File: config.mk
export PLATFORM = sky130hd
export DESIGN_NAME = ppu_fb_writer
export DESIGN_NICKNAME = d
export VERILOG_FILES = /design/src/rtl/ppu_pkg.sv /design/src/rtl/ppu_fb_fifo.sv /design/src/rtl/ppu_fb_writer.sv
export SDC_FILE = /design/constraint.sdc
export NUM_CORES = 1
export LEC_CHECK = 0
export CAP_MARGIN = 5
export CELL_PAD_IN_SITES_DETAIL_PLACEMENT = 0
export CELL_PAD_IN_SITES_GLOBAL_PLACEMENT = 1
export CORE_UTILIZATION = 49
export DETAILED_ROUTE_END_ITERATION = 10
export GPL_TIMING_DRIVEN = 0
export HOLD_SLACK_MARGIN = 0.06
export PLACE_DENSITY_LB_ADDON = 0.12
export SLEW_MARGIN = 0
export SYNTH_ARGS = -nofsm -noshare
export SYNTH_HDL_FRONTEND = slang
export SYNTH_SLANG_ARGS = --single-unit
export TNS_END_PERCENT = 10
File: constraint.sdc
create_clock -name clk -period 3.5 [get_ports clk]
set_clock_uncertainty 0.2 [all_clocks]
set_input_delay 0.7 -clock clk [delete_from_list [all_inputs] [get_ports clk]]
set_output_delay 0.7 -clock clk [all_outputs]
set_load 0.02 [all_outputs]
File: src/rtl/ppu_pkg.sv
// Shared PPU definitions: mode encoding and LCD / framebuffer geometry.
// The framebuffer is 2bpp, four pixels per byte, two banks back to back.
package ppu_pkg;

  typedef enum logic [1:0] {
    H_BLANK = 2'd0,
    V_BLANK = 2'd1,
    SCAN    = 2'd2,
    DRAW    = 2'd3
  } PPU_STATES_t;

  localparam int LCD_W             = 160;
  localparam int LCD_H             = 144;
  localparam int FB_BYTES_PER_LINE = 40;
  localparam int FB_BANK_BYTES     = 5760;
  localparam int FB_ENTRY_W        = 22;

  // y*40 built from shifts: y*32 + y*8
  function automatic logic [13:0] fb_line_base(input logic [7:0] y);
    return {1'b0, y, 5'd0} + {3'd0, y, 3'd0};
  endfunction

endpackage

File: src/rtl/ppu_fb_fifo.sv
// Synchronous FIFO of {addr, data} byte-write entries between the packer
// and the framebuffer port. Caller guarantees no push when full without pop.
module ppu_fb_fifo #(
  parameter int WIDTH = 22,
  parameter int DEPTH = 4
) (
  input  logic             clk,
  input  logic             rst,
  input  logic             i_push,
  input  logic [WIDTH-1:0] i_wdata,
  input  logic             i_pop,
  output logic [WIDTH-1:0] o_rdata,
  output logic             o_full,
  output logic             o_empty
);

  localparam int AW = $clog2(DEPTH);

  logic [WIDTH-1:0] r_mem [DEPTH];
  logic [AW:0]      r_wptr;
  logic [AW:0]      r_rptr;

  always_ff @(posedge clk) begin
    if (rst) begin
      r_wptr <= '0;
      r_rptr <= '0;
    end else begin
      if (i_push) r_wptr <= r_wptr + {{AW{1'b0}}, 1'b1};
      if (i_pop)  r_rptr <= r_rptr + {{AW{1'b0}}, 1'b1};
    end
  end

  always_ff @(posedge clk) begin
    if (i_push) r_mem[r_wptr[AW-1:0]] <= i_wdata;
  end

  // Extra pointer bit distinguishes full from empty
  assign o_empty = (r_wptr == r_rptr);
  assign o_full  = (r_wptr[AW] != r_rptr[AW]) && (r_wptr[AW-1:0] == r_rptr[AW-1:0]);
  assign o_rdata = r_mem[r_rptr[AW-1:0]];

endmodule

File: src/rtl/ppu_fb_writer.sv
// PPU pixel-stream sink: packs 2bpp pixels four per byte and writes them
// into a double-buffered framebuffer through a valid/ready byte port.
module ppu_fb_writer
  import ppu_pkg::*;
#(
  parameter int FIFO_DEPTH = 4,
  parameter int LCD_W      = 160,
  parameter int LCD_H      = 144
) (
  input  logic        clk,
  input  logic        rst,
  input  logic [1:0]  PX_OUT,
  input  logic        PX_valid,
  input  logic [1:0]  PPU_MODE,
  output logic        FB_WR,
  input  logic        FB_READY,
  output logic [13:0] FB_ADDR,
  output logic [7:0]  FB_DATA,
  output logic        FB_BANK,
  output logic        FRAME_DONE,
  input  logic        CLR_STATUS,
  output logic [2:0]  STATUS
);

  localparam logic [7:0] X_END = 8'(LCD_W);
  localparam logic [7:0] Y_END = 8'(LCD_H);

  PPU_STATES_t                 w_mode;
  PPU_STATES_t                 r_prev_mode;
  logic [7:0]                  r_x;
  logic [7:0]                  r_y;
  logic [7:0]                  r_byte;
  logic                        r_line_any;
  logic                        r_bank;
  logic                        r_frame_done;
  logic [2:0]                  r_status;
  logic [FB_ENTRY_W-1:0]       r_last;

  logic                        w_accept;
  logic                        w_line_end;
  logic                        w_short;
  logic                        w_flush;
  logic                        w_vblank_entry;
  logic                        w_push_req;
  logic                        w_y_ok;
  logic                        w_fifo_push;
  logic                        w_pop;
  logic                        w_full;
  logic                        w_empty;
  logic [7:0]                  w_packed;
  logic [7:0]                  w_push_data;
  logic [13:0]                 w_addr;
  logic [FB_ENTRY_W-1:0]       w_head;

  assign w_mode = PPU_STATES_t'(PPU_MODE);

  always_comb begin
    w_packed = r_byte;
    case (r_x[1:0])
      2'd0:    w_packed[7:6] = PX_OUT;
      2'd1:    w_packed[5:4] = PX_OUT;
      2'd2:    w_packed[3:2] = PX_OUT;
      default: w_packed[1:0] = PX_OUT;
    endcase
  end

  always_comb begin
    w_accept       = PX_valid && (w_mode == DRAW) && (r_x < X_END);
    w_line_end     = (r_prev_mode == DRAW) && (w_mode == H_BLANK);
    w_short        = w_line_end && r_line_any && (r_x < X_END);
    // A line ending on a byte boundary has nothing left to flush
    w_flush        = w_short && (r_x[1:0] != 2'd0);
    w_vblank_entry = (w_mode == V_BLANK) && (r_prev_mode != V_BLANK);
    w_push_req     = (w_accept && (r_x[1:0] == 2'd3)) || w_flush;
    w_push_data    = w_accept ? w_packed : r_byte;
    w_y_ok         = (r_y < Y_END);
    w_pop          = !w_empty && FB_READY;
    w_fifo_push    = w_push_req && w_y_ok && (!w_full || w_pop);
    w_addr         = (r_bank ? 14'(FB_BANK_BYTES) : 14'd0) + fb_line_base(r_y)
                   + {8'd0, r_x[7:2]};
  end

  ppu_fb_fifo #(
    .WIDTH (FB_ENTRY_W),
    .DEPTH (FIFO_DEPTH)
  ) u_fifo (
    .clk     (clk),
    .rst     (rst),
    .i_push  (w_fifo_push),
    .i_wdata ({w_addr, w_push_data}),
    .i_pop   (w_pop),
    .o_rdata (w_head),
    .o_full  (w_full),
    .o_empty (w_empty)
  );

  always_ff @(posedge clk) begin
    if (rst) begin
      r_prev_mode  <= SCAN;
      r_x          <= 8'd0;
      r_y          <= 8'd0;
      r_byte       <= 8'd0;
      r_line_any   <= 1'b0;
      r_bank       <= 1'b0;
      r_frame_done <= 1'b0;
      r_status     <= 3'd0;
      r_last       <= '0;
    end else begin
      r_prev_mode  <= w_mode;
      r_frame_done <= w_vblank_entry;
      if (w_pop) r_last <= w_head;

      if (CLR_STATUS) r_status <= 3'd0;
      else            r_status <= r_status | {w_push_req && !w_y_ok,
                                              w_short,
                                              w_push_req && w_y_ok && w_full && !w_pop};

      // Any partial byte left at V_BLANK belongs to an already-flagged short line
      if (w_vblank_entry) begin
        r_bank     <= ~r_bank;
        r_x        <= 8'd0;
        r_y        <= 8'd0;
        r_byte     <= 8'd0;
        r_line_any <= 1'b0;
      end else if (w_line_end && r_line_any) begin
        r_x        <= 8'd0;
        r_y        <= (r_y == 8'hFF) ? r_y : r_y + 8'd1;
        r_byte     <= 8'd0;
        r_line_any <= 1'b0;
      end else if (w_accept) begin
        r_x        <= r_x + 8'd1;
        r_line_any <= 1'b1;
        r_byte     <= (r_x[1:0] == 2'd3) ? 8'd0 : w_packed;
      end
    end
  end

  assign FB_WR      = !w_empty;
  assign FB_ADDR    = w_empty ? r_last[21:8] : w_head[21:8];
  assign FB_DATA    = w_empty ? r_last[7:0]  : w_head[7:0];
  assign FB_BANK    = r_bank;
  assign FRAME_DONE = r_frame_done;
  assign STATUS     = r_status;

endmodule
# --- Word-level counts from Yosys, hierarchy flattened ---
# Memories as Yosys holds them, arrays and structs flattened. A register that Yosys moved wholly into a read port is not among the register bits.
# Cells that the tools add are included.
totals:
  memories: 1
  word_cells: 77
  mem_bits_ro: 0
  out_inout_bits: 28
  ff_bits: 60
  ram_bits: 88
  latchBits: 0
  inputBits: 9
mem_list:
  columns: ["memory", "depth", "word_bits", "rd", "rd_clocked_by_memory_dff", "write_ports", "line_no", "rtl"]
  rows:
  - ["u_fifo.r_mem", 4, 22, 1, 1, 1, "ppu_fb_fifo.sv:19", "logic [WIDTH-1:0] r_mem [DEPTH];"]
classes:
  n_bitwise: 3
  addsub: 7
  n_eq_ne: 11
  magnitude_cmp: 2
  n_reduce_logical: 29
  mux: 13
  mul: 0
  div: 0
  shifts: 0
ops:
  columns: ["op", "count"]
  rows:
  - ["$mux W8", 3]
  - ["$add A8 B1 Y8 const B", 2]
  - ["$lt A8 B8 Y1 const B", 2]
  - ["$logic_and A1 B1 Y1", 15]
  - ["$add A13 B11 Y14", 1]
  - ["$add A13 B14 Y14", 1]
  - ["$add A14 B6 Y14", 1]
  - ["$mux W14", 1]
  - ["$mux W13", 1]
  - ["$mux W2", 6]
  - ["$eq A2 B2 Y1 const B", 4]
  - ["$eq A8 B8 Y1 const B", 1]
  - ["$add A3 B1 Y3 const B", 2]
  - ["$reduce_or A3 Y1", 2]
  - ["$eq A2 B1 Y1 const B", 2]
  - ["$logic_not A1 Y1", 4]
  - ["$logic_not A2 Y1", 2]
  - ["$reduce_or A2 Y1", 2]
  - ["$eq A3 B3 Y1", 1]
  - ["$or A3 B3 Y3", 1]
  - ["$eq A2 B2 Y1", 1]
  - ["$logic_or A1 B1 Y1", 2]
  - ["$mux W1", 2]
  - ["$ne A2 B1 Y1 const B", 1]
  - ["4 further kinds", 5]

# --- Depth between registers and ports, before layout ---
# Gate-level depths: netlist of run 1.
depth:
  ltp_word: 10
  mapped_depth: 9
  depth_no_buf: 9

# --- Hierarchy ---
# Synthesis of run 1 repeated with hierarchy kept, for this count alone.
hier_totals:
  hier_cells: 500
  area_unflattened_um2: 6561.3
modules_own_cells:
  columns: ["module", "seq_area_each_um2", "n_inst", "area_each_um2", "cells_each"]
  rows:
  - ["ppu_fb_fifo", 2802.7, 1, 3577.2, 154]
  - ["ppu_fb_writer", 1081.0, 1, 2984.1, 346]

# --- Worst setup path before layout of run 1 ---
# Ideal clock, no wire load.
synth_timing:
  path_type: "flip-flop to flip-flop"
  start: "register r_bank (netlist: FB_BANK)"
  end: "memory u_fifo.r_mem[0][20], data pin"
  period_less_slack_ns: 2.824
  path_stages_with_launch: 10
  setup_ns: 0.280
  slack_ns: 0.676
  path_buffers: 0
  t_arrival_ns: 2.344
  required_time_ns: 3.020
  cell_sequence: "dfxtp_1 > inv_1 > fa_1 > inv_1 > ha_1 > nand3_1 > nand2_1 > a41o_1 > o41ai_1 > xnor2_1"
synth_via:
  elab_chain_len: 3
synth_rtl:
  columns: ["element", "line_no", "rtl"]
  rows:
  - ["start, declared", "ppu_fb_writer.sv:34", "logic r_bank;"]
  - ["start signal, assigned", "ppu_fb_writer.sv:120", "r_bank <= ~r_bank;"]
  - ["$mux W13", "ppu_fb_writer.sv:79", "w_addr = (r_bank ? 14'(FB_BANK_BYTES) : 14'd0) + fb_line_base(r_y)"]
  - ["$add A13 B14 Y14", "ppu_fb_writer.sv:79", null]
  - ["$add A14 B6 Y14", "ppu_fb_writer.sv:80", "+ {8'd0, r_x[7:2]};"]
  - ["net u_fifo.i_wdata[20]", "ppu_fb_fifo.sv:10", "input logic [WIDTH-1:0] i_wdata,"]
  - ["end, declared", "ppu_fb_fifo.sv:19", null]
# The timed path passes the listed nets, and every way through them passes these cells.

# --- Final worst setup path of run 1 ---
layout_timing:
  start: "register u_fifo.r_rptr[2]"
  end: "output FB_DATA[0]"
layout_via:
  elab_chain_len: 2
layout_rtl:
  columns: ["element", "line_no", "rtl"]
  rows:
  - ["start, declared", "ppu_fb_fifo.sv:21", "logic [AW:0] r_rptr;"]
  - ["start signal, assigned", "ppu_fb_fifo.sv:29", "if (i_pop) r_rptr <= r_rptr + {{AW{1'b0}}, 1'b1};"]
  - ["$eq A3 B3 Y1", "ppu_fb_fifo.sv:38", "assign o_empty = (r_wptr == r_rptr);"]
  - ["$mux W8", "ppu_fb_writer.sv:140", "assign FB_DATA = w_empty ? r_last[7:0] : w_head[7:0];"]
  - ["end, declared", "ppu_fb_writer.sv:18", "output logic [7:0] FB_DATA,"]
# No other way between the ends.

==> flow_summary.ini, run 1 <==
[sta]
worst-slew-pin-transition_ns = 1.202
maxSlewHeadroom_pct = 19.84
rsz0062_at_grt = no
setup_viol = 0
finalCritPeriodShare_pct = 97.17
setup_ws_ns = 0.09912
fin_crit_ns = 3.401
fmax_mhz = 294.0
drv_slew = 0
hold_ws_ns = 0.2431
timing.final.hold_violations = 0

[power]
power.leakage_uw = 0.002798
swShare_pct = 20.02
ir_drop_uv = 448.9
clkPwrFrac_pct = 49.7
power_density_nw_per_um2 = 486.3
power.internal_uw = 3091
seqPwrFrac_pct = 48.2
p_comb_share_pct = 2.1
p_sw_uw = 773.7

[layout]
final_core_util_pct = 59.78
fin_nets = 601
layout.cells.non_filler = 753
drive_gt1_share_pct = 20.97
diodes = 0
area_delta_synth_final_pct = 18.11
final_common_cell = edfxtp_1
mostFrequentLayoutCells = 88 x edfxtp_1, 67 x nand2_1, 61 x dfxtp_1, 38 x a21oi_1, 36 x clkdlybuf4s50_1
finalInstanceArea_sq_um = 7948

[floorplan]
dieWidth_um = 119.2
initial_core_util_pct = 50.61
pin_count = 37
core_sq_um = 13300
core.rowCount = 42
die_area_sq_um = 14210
die_y_um = 119.2

[routing]
num_vias = 3983
drtPass1Iterations = 4
drc_errors = 0
drtIter0Drc = 230
viasPerCell = 5.290
wirelength_um = 12650
detail-route-antenna-nets = 0
wire_per_inst_um = 16.80

[placement]
port_buffers = 36
globalplace.congestion = 0.7848
post-place-ws_ns = -0.2676
dp_cells = 721
placed_cell_area_sq_um = 7310
dpl.hpwl_um = 8710

[synthesis]
yosysTopAreaCell = edfxtp_1
synth_area_sq_um = 6729
synth-seq-area-share_pct = 57.72
ys_warn_count = 0
synth.distinct_cells = 57
synth_top_area_share_pct = 39.27
synth_nets = 546
synth.ff_latch_count = 150
syn_inst = 509
synthTopCellsByArea = edfxtp_1 39%, dfxtp_1 18%, mux4_2 7.4%
syn_area_per_cell_sq_um = 13.22

[setup_path]
cp-start-kind = register
cp_cell_sequence = xnor2_2 -> nand3_2 -> buf_2 -> mux2_2 -> clkdlybuf4s50_1
crit_family = buffers and inverters
critical_path.reg2reg.endpoint = u_fifo.r_mem[0][21]
crit_type = register to primary output
crit_slowest_cell = clkdlybuf4s50_1
cp.required_ns = 2.60
end_kind = primary output
r2r_cells = 9
r2r-start = r_y[2]
reg2reg_slack_ns = 0.44
path_max_fanout = 10
cpPeakStageDelay_ns = 0.59
cp_num_buf_inv = 2
cp_data_arrival_time_ns = 2.50

[job]
cap_violations = 0

[cts]
ctsHtreeMaxLevel = 4
postCtsSetupRepairBufs = 0
clk_latency_ns = 0.42
cts_tree = built
cts.sinks = 150
cts_root_buf = clkbuf_16
clkTransAtPathRegs_ns = 0.06
cts_buffers = 17
clk_path_buf_depth = 2

[hold_path]
min_path_type = register to register
whs_endpoint = r_byte[1]
holdPathStages = 2
hold_start = r_byte[1]

[grt]
grt_antenna_before_repair = 0
grt_max_degree = 24
grt_remaining_overflow = 0
grt_pass1_wl_um = 20920
grt_pass1_vias = 3972
track_usage_pct = 19.65

[status]
outcome = finished, final reports clean
state kept, by name (all words and copies together), names as in the netlist, named ones only:
signal	count
FB_BANK	1
FRAME_DONE	1
STATUS	3
r_byte	8
r_last	22
r_line_any	1
r_prev_mode	2
r_x	8
r_y	8
u_fifo.r_mem	88
u_fifo.r_rptr	3
u_fifo.r_wptr	3
power by group through the flow:
stage	registers, uW	clock network, uW	logic, uW
after floorplan	1900	0	47.3
after global placement	1900	0	79.8
after detailed placement	1900	0	81.4
after CTS	1860	1960	81.9
after global routing	1860	2030	89.3
final	1860	1920	80.7
timing repair:
item / in CTS / in global routing
gates resized for setup: 3 / 2
setup endpoints to repair: 20 / 20
pin swaps: 0 / 0
hold buffers: 0 / 0
hold endpoints to repair: 0 / 0
cells in the mapped netlist (all sizes together):
cell,count
clkbuf,6
a2111oi,2
a21o,4
xnor2,22
a41o,1
nor4b,1
nand4,3
edfxtp,88
and3b,1
nand2b,2
o31ai,1
or3,1
nor2,32
o21bai,1
buf,12
xor2,6
nor2b,1
mux2,28
o211ai,1
nor4,2
and4bb,2
o41ai,2
o21ai,6
ha,23
a31oi,3
nand4b,1
mux4,22
dfxtp,62
a21oi,39
a211oi,2
and2,11
nand3,10
a31o,1
nor3,4
nand2,72
mux2i,2
fa,5
and3,3
inv,23
or2,1
worst max-delay path by stage:
stage | from | end | slack (ns) | depth (start not counted)
6_report | u_fifo.r_rptr[2] | FB_DATA[0] | 0.1 | 5
3_3_place_gp | PPU_MODE[0] | u_fifo.r_mem[3][12] | -0.21 | 5
5_1_grt | PPU_MODE[0] | u_fifo.r_mem[3][12] | 0.004 | 5
3_5_place_dp | PPU_MODE[0] | u_fifo.r_mem[3][14] | -0.27 | 5
2_1_floorplan | FB_BANK | u_fifo.r_mem[0][20] | 0.68 | 9
4_1_cts | register | FB_DATA[5] | 0.005 | 4
layer usage:
metal  wire (um)  GRT usage (%)  vias to the layer above
li1            -              -                     1944
met1        6170          27.71                     1940
met2        5740          29.65                       85
met3         561          4.885                       14
met4         174          6.646                        0
met5           0              0                        -
cell type report:
type | count | area [sq um]
Clock inverter | 14 | 198.9
Multi-Input combinational cell | 318 | 2669
Clock buffer | 18 | 429.2
Inverter | 23 | 86.33
Fill cell | 1047 | 5348
Sequential cell | 150 | 3885
Timing Repair Buffer | 36 | 360.3
Tap cell | 176 | 220.2
Buffer | 18 | 98.84
kinds of logic after synthesis:
family	after synthesis	share of synthesized area [%]
buffers and inverters	41	2.622
AO/OA/AOI/OAI	63	6.545
multiplexers	52	12.68
flip-flops	150	57.72
AND/OR/NAND/NOR	147	10.69
adder cells (fa/ha/maj)	28	5.764
XOR/XNOR	28	3.979
through the flow:
stage | total power, uW | setup TNS, ns
2_1_floorplan | 1951 | 0
3_3_place_gp | 1982 | -17.34
3_5_place_dp | 1984 | -20.30
4_1_cts | 3903 | 0
5_1_grt | 3980 | 0
6_report | 3865 | 0
tightest hold or removal path: stages (launching register included):
cell and delay, ns:
dfxtp_1 0.30, nand2_1 0.06, nor2_1 0.04
(Power assumes the default switching activity.)
==> inputs of run 2 (changes only) <==
--- a/config.mk
+++ b/config.mk
@@ -13,6 +13,7 @@
 export GPL_TIMING_DRIVEN = 0
 export HOLD_SLACK_MARGIN = 0.06
 export PLACE_DENSITY_LB_ADDON = 0.12
+export RECOVER_POWER = 25
 export SLEW_MARGIN = 0
 export SYNTH_ARGS = -nofsm -noshare
 export SYNTH_HDL_FRONTEND = slang
==> flow_summary.ini, run 2 (synthesis gave the netlist of run 1 again) <==
[status]
outcome = finished, final reports clean

[floorplan]
core_sq_um = 13300
die_y_um = 119.2
initial_core_util_pct = 50.61
die_area_sq_um = 14210
dieWidth_um = 119.2
core.rowCount = 42
pin_count = 37

[routing]
viasPerCell = 5.248
wirelength_um = 12600
drtPass1Iterations = 4
num_vias = 3952
wire_per_inst_um = 16.73
drtIter0Drc = 250
drc_errors = 0
detail-route-antenna-nets = 0

[setup_path]
end_kind = primary output
crit_end = FB_DATA[0]
cp_data_arrival_time_ns = 2.49
path_max_fanout = 10
crit_type = register to primary output
cp.required_ns = 2.60
cp-start-kind = register
critical_path.reg2reg.endpoint = u_fifo.r_mem[3][21]
r2r-start = r_x[7]
r2r_cells = 9
startpoint = u_fifo.r_rptr[2]
reg2reg_slack_ns = 0.45

[sta]
fin_crit_ns = 3.391
fmax_mhz = 294.9
setup_ws_ns = 0.1094
drv_slew = 0
setup_viol = 0
worst-slew-pin-transition_ns = 1.196
rsz0062_at_grt = no
maxSlewHeadroom_pct = 20.26
finalCritPeriodShare_pct = 96.87
tns_ns = 0
timing.final.hold_violations = 0

[power]
power_density_nw_per_um2 = 489.9
ir_drop_uv = 447.8
power.leakage_uw = 0.002782

[cts]
clkTransAtPathRegs_ns = 0.06
ctsHtreeMaxLevel = 4
cts_hold_buf = 0
clk_latency_ns = 0.42
clk_path_buf_depth = 2
cts_tree = built
cts_root_buf = clkbuf_16
cts_buffers = 17
cts.sinks = 150
postCtsSetupRepairBufs = 0

[placement]
placed_cell_area_sq_um = 7310
dpl.hpwl_um = 8710
globalplace.congestion = 0.7848
dp_cells = 721
post-place-ws_ns = -0.2676
port_buffers = 36

[layout]
diodes = 0
largest_register_ffs = 88
finalInstanceArea_sq_um = 7883
final_common_cell = edfxtp_1
layout.cells.non_filler = 753
drive_gt1_share_pct = 19.24
mostFrequentLayoutCells = 88 x edfxtp_1, 68 x nand2_1, 61 x dfxtp_1, 38 x a21oi_1, 35 x clkdlybuf4s50_1
area_delta_synth_final_pct = 17.14
fin_nets = 601

[job]
cap_violations = 0

[grt]
grt_pass1_wl_um = 20920
grt_remaining_overflow = 0
grt_pass1_vias = 3972
grt_antenna_before_repair = 0
track_usage_pct = 19.65
grt_max_degree = 24

[hold_path]
min_path_type = register to register
holdPathStages = 2
-- run 2: cell count changes in the layout (fill, tap and decap cells not counted), sizes merged --
| cell | change |
|---|---|
| buf | -2 |
| clkbuf | +2 |
| clkdlybuf4s50 | -1 |
| dlygate4sd3 | +1 |
-- run 2: through the flow --
stage	util (%)	hold slack (ns)	power, uW
finish	59.29	0.2425	3862
global placement	54.98	0.2338	1982
floorplan	-	0.2242	1951
CTS	59.74	0.2464	3903
detailed placement	54.98	0.2367	1984
global route	59.29	0.2674	3977
-- run 2: area by class of cell --
class / count / area (sq um)
multi-input cells: 318 / 2613
flip-flops and latches: 150 / 3885
clock inverters: 14 / 198.9
fillers: 1057 / 5413
plain buffers: 18 / 90.09
clock buffers: 18 / 429.2
well taps: 176 / 220.2
inverters: 23 / 86.33
repair buffers: 36 / 360.3
-- run 2: what timing repair did --
item                       4_1_cts  5_1_grt
setup endpoints to repair       20       20
gates resized for setup          3        2
cloned                           0        0
-- run 2: how the worst min path moves through the flow --
stage | start | end | slack (ns)
CTS | r_byte[1] | r_byte[1] | 0.25
detailed placement | r_byte[1] | r_byte[1] | 0.24
global placement | r_byte[0] | r_byte[0] | 0.23
finish | r_byte[1] | r_byte[1] | 0.24
floorplan | r_byte[0] | r_byte[0] | 0.22
global route | r_byte[1] | r_byte[1] | 0.27
-- run 2: layer usage --
metal  track usage [%]  up-vias  part of all wire [%]
met5                 0        -                     0
met4             6.646        0                   1.4
met3             4.885       14                   5.3
met2             29.65       86                    45
met1             27.71     1906                    48
li1                  -     1946                     -
-- run 2: critical path, stage by stage, from the launching register on --
cell and delay [ns]:
dfxtp_1 0.35, xnor2_2 0.35, nand3_2 0.24, buf_2 0.28
mux2_2 0.26, clkdlybuf4s50_1 0.59
-- run 2: report_power, final --
group / internal (uW) / switching [uW] / total, uW
logic: 30.2 / 47.9 / 78.1
registers: 1860 / 5.12 / 1860
clock network: 1200 / 720 / 1920
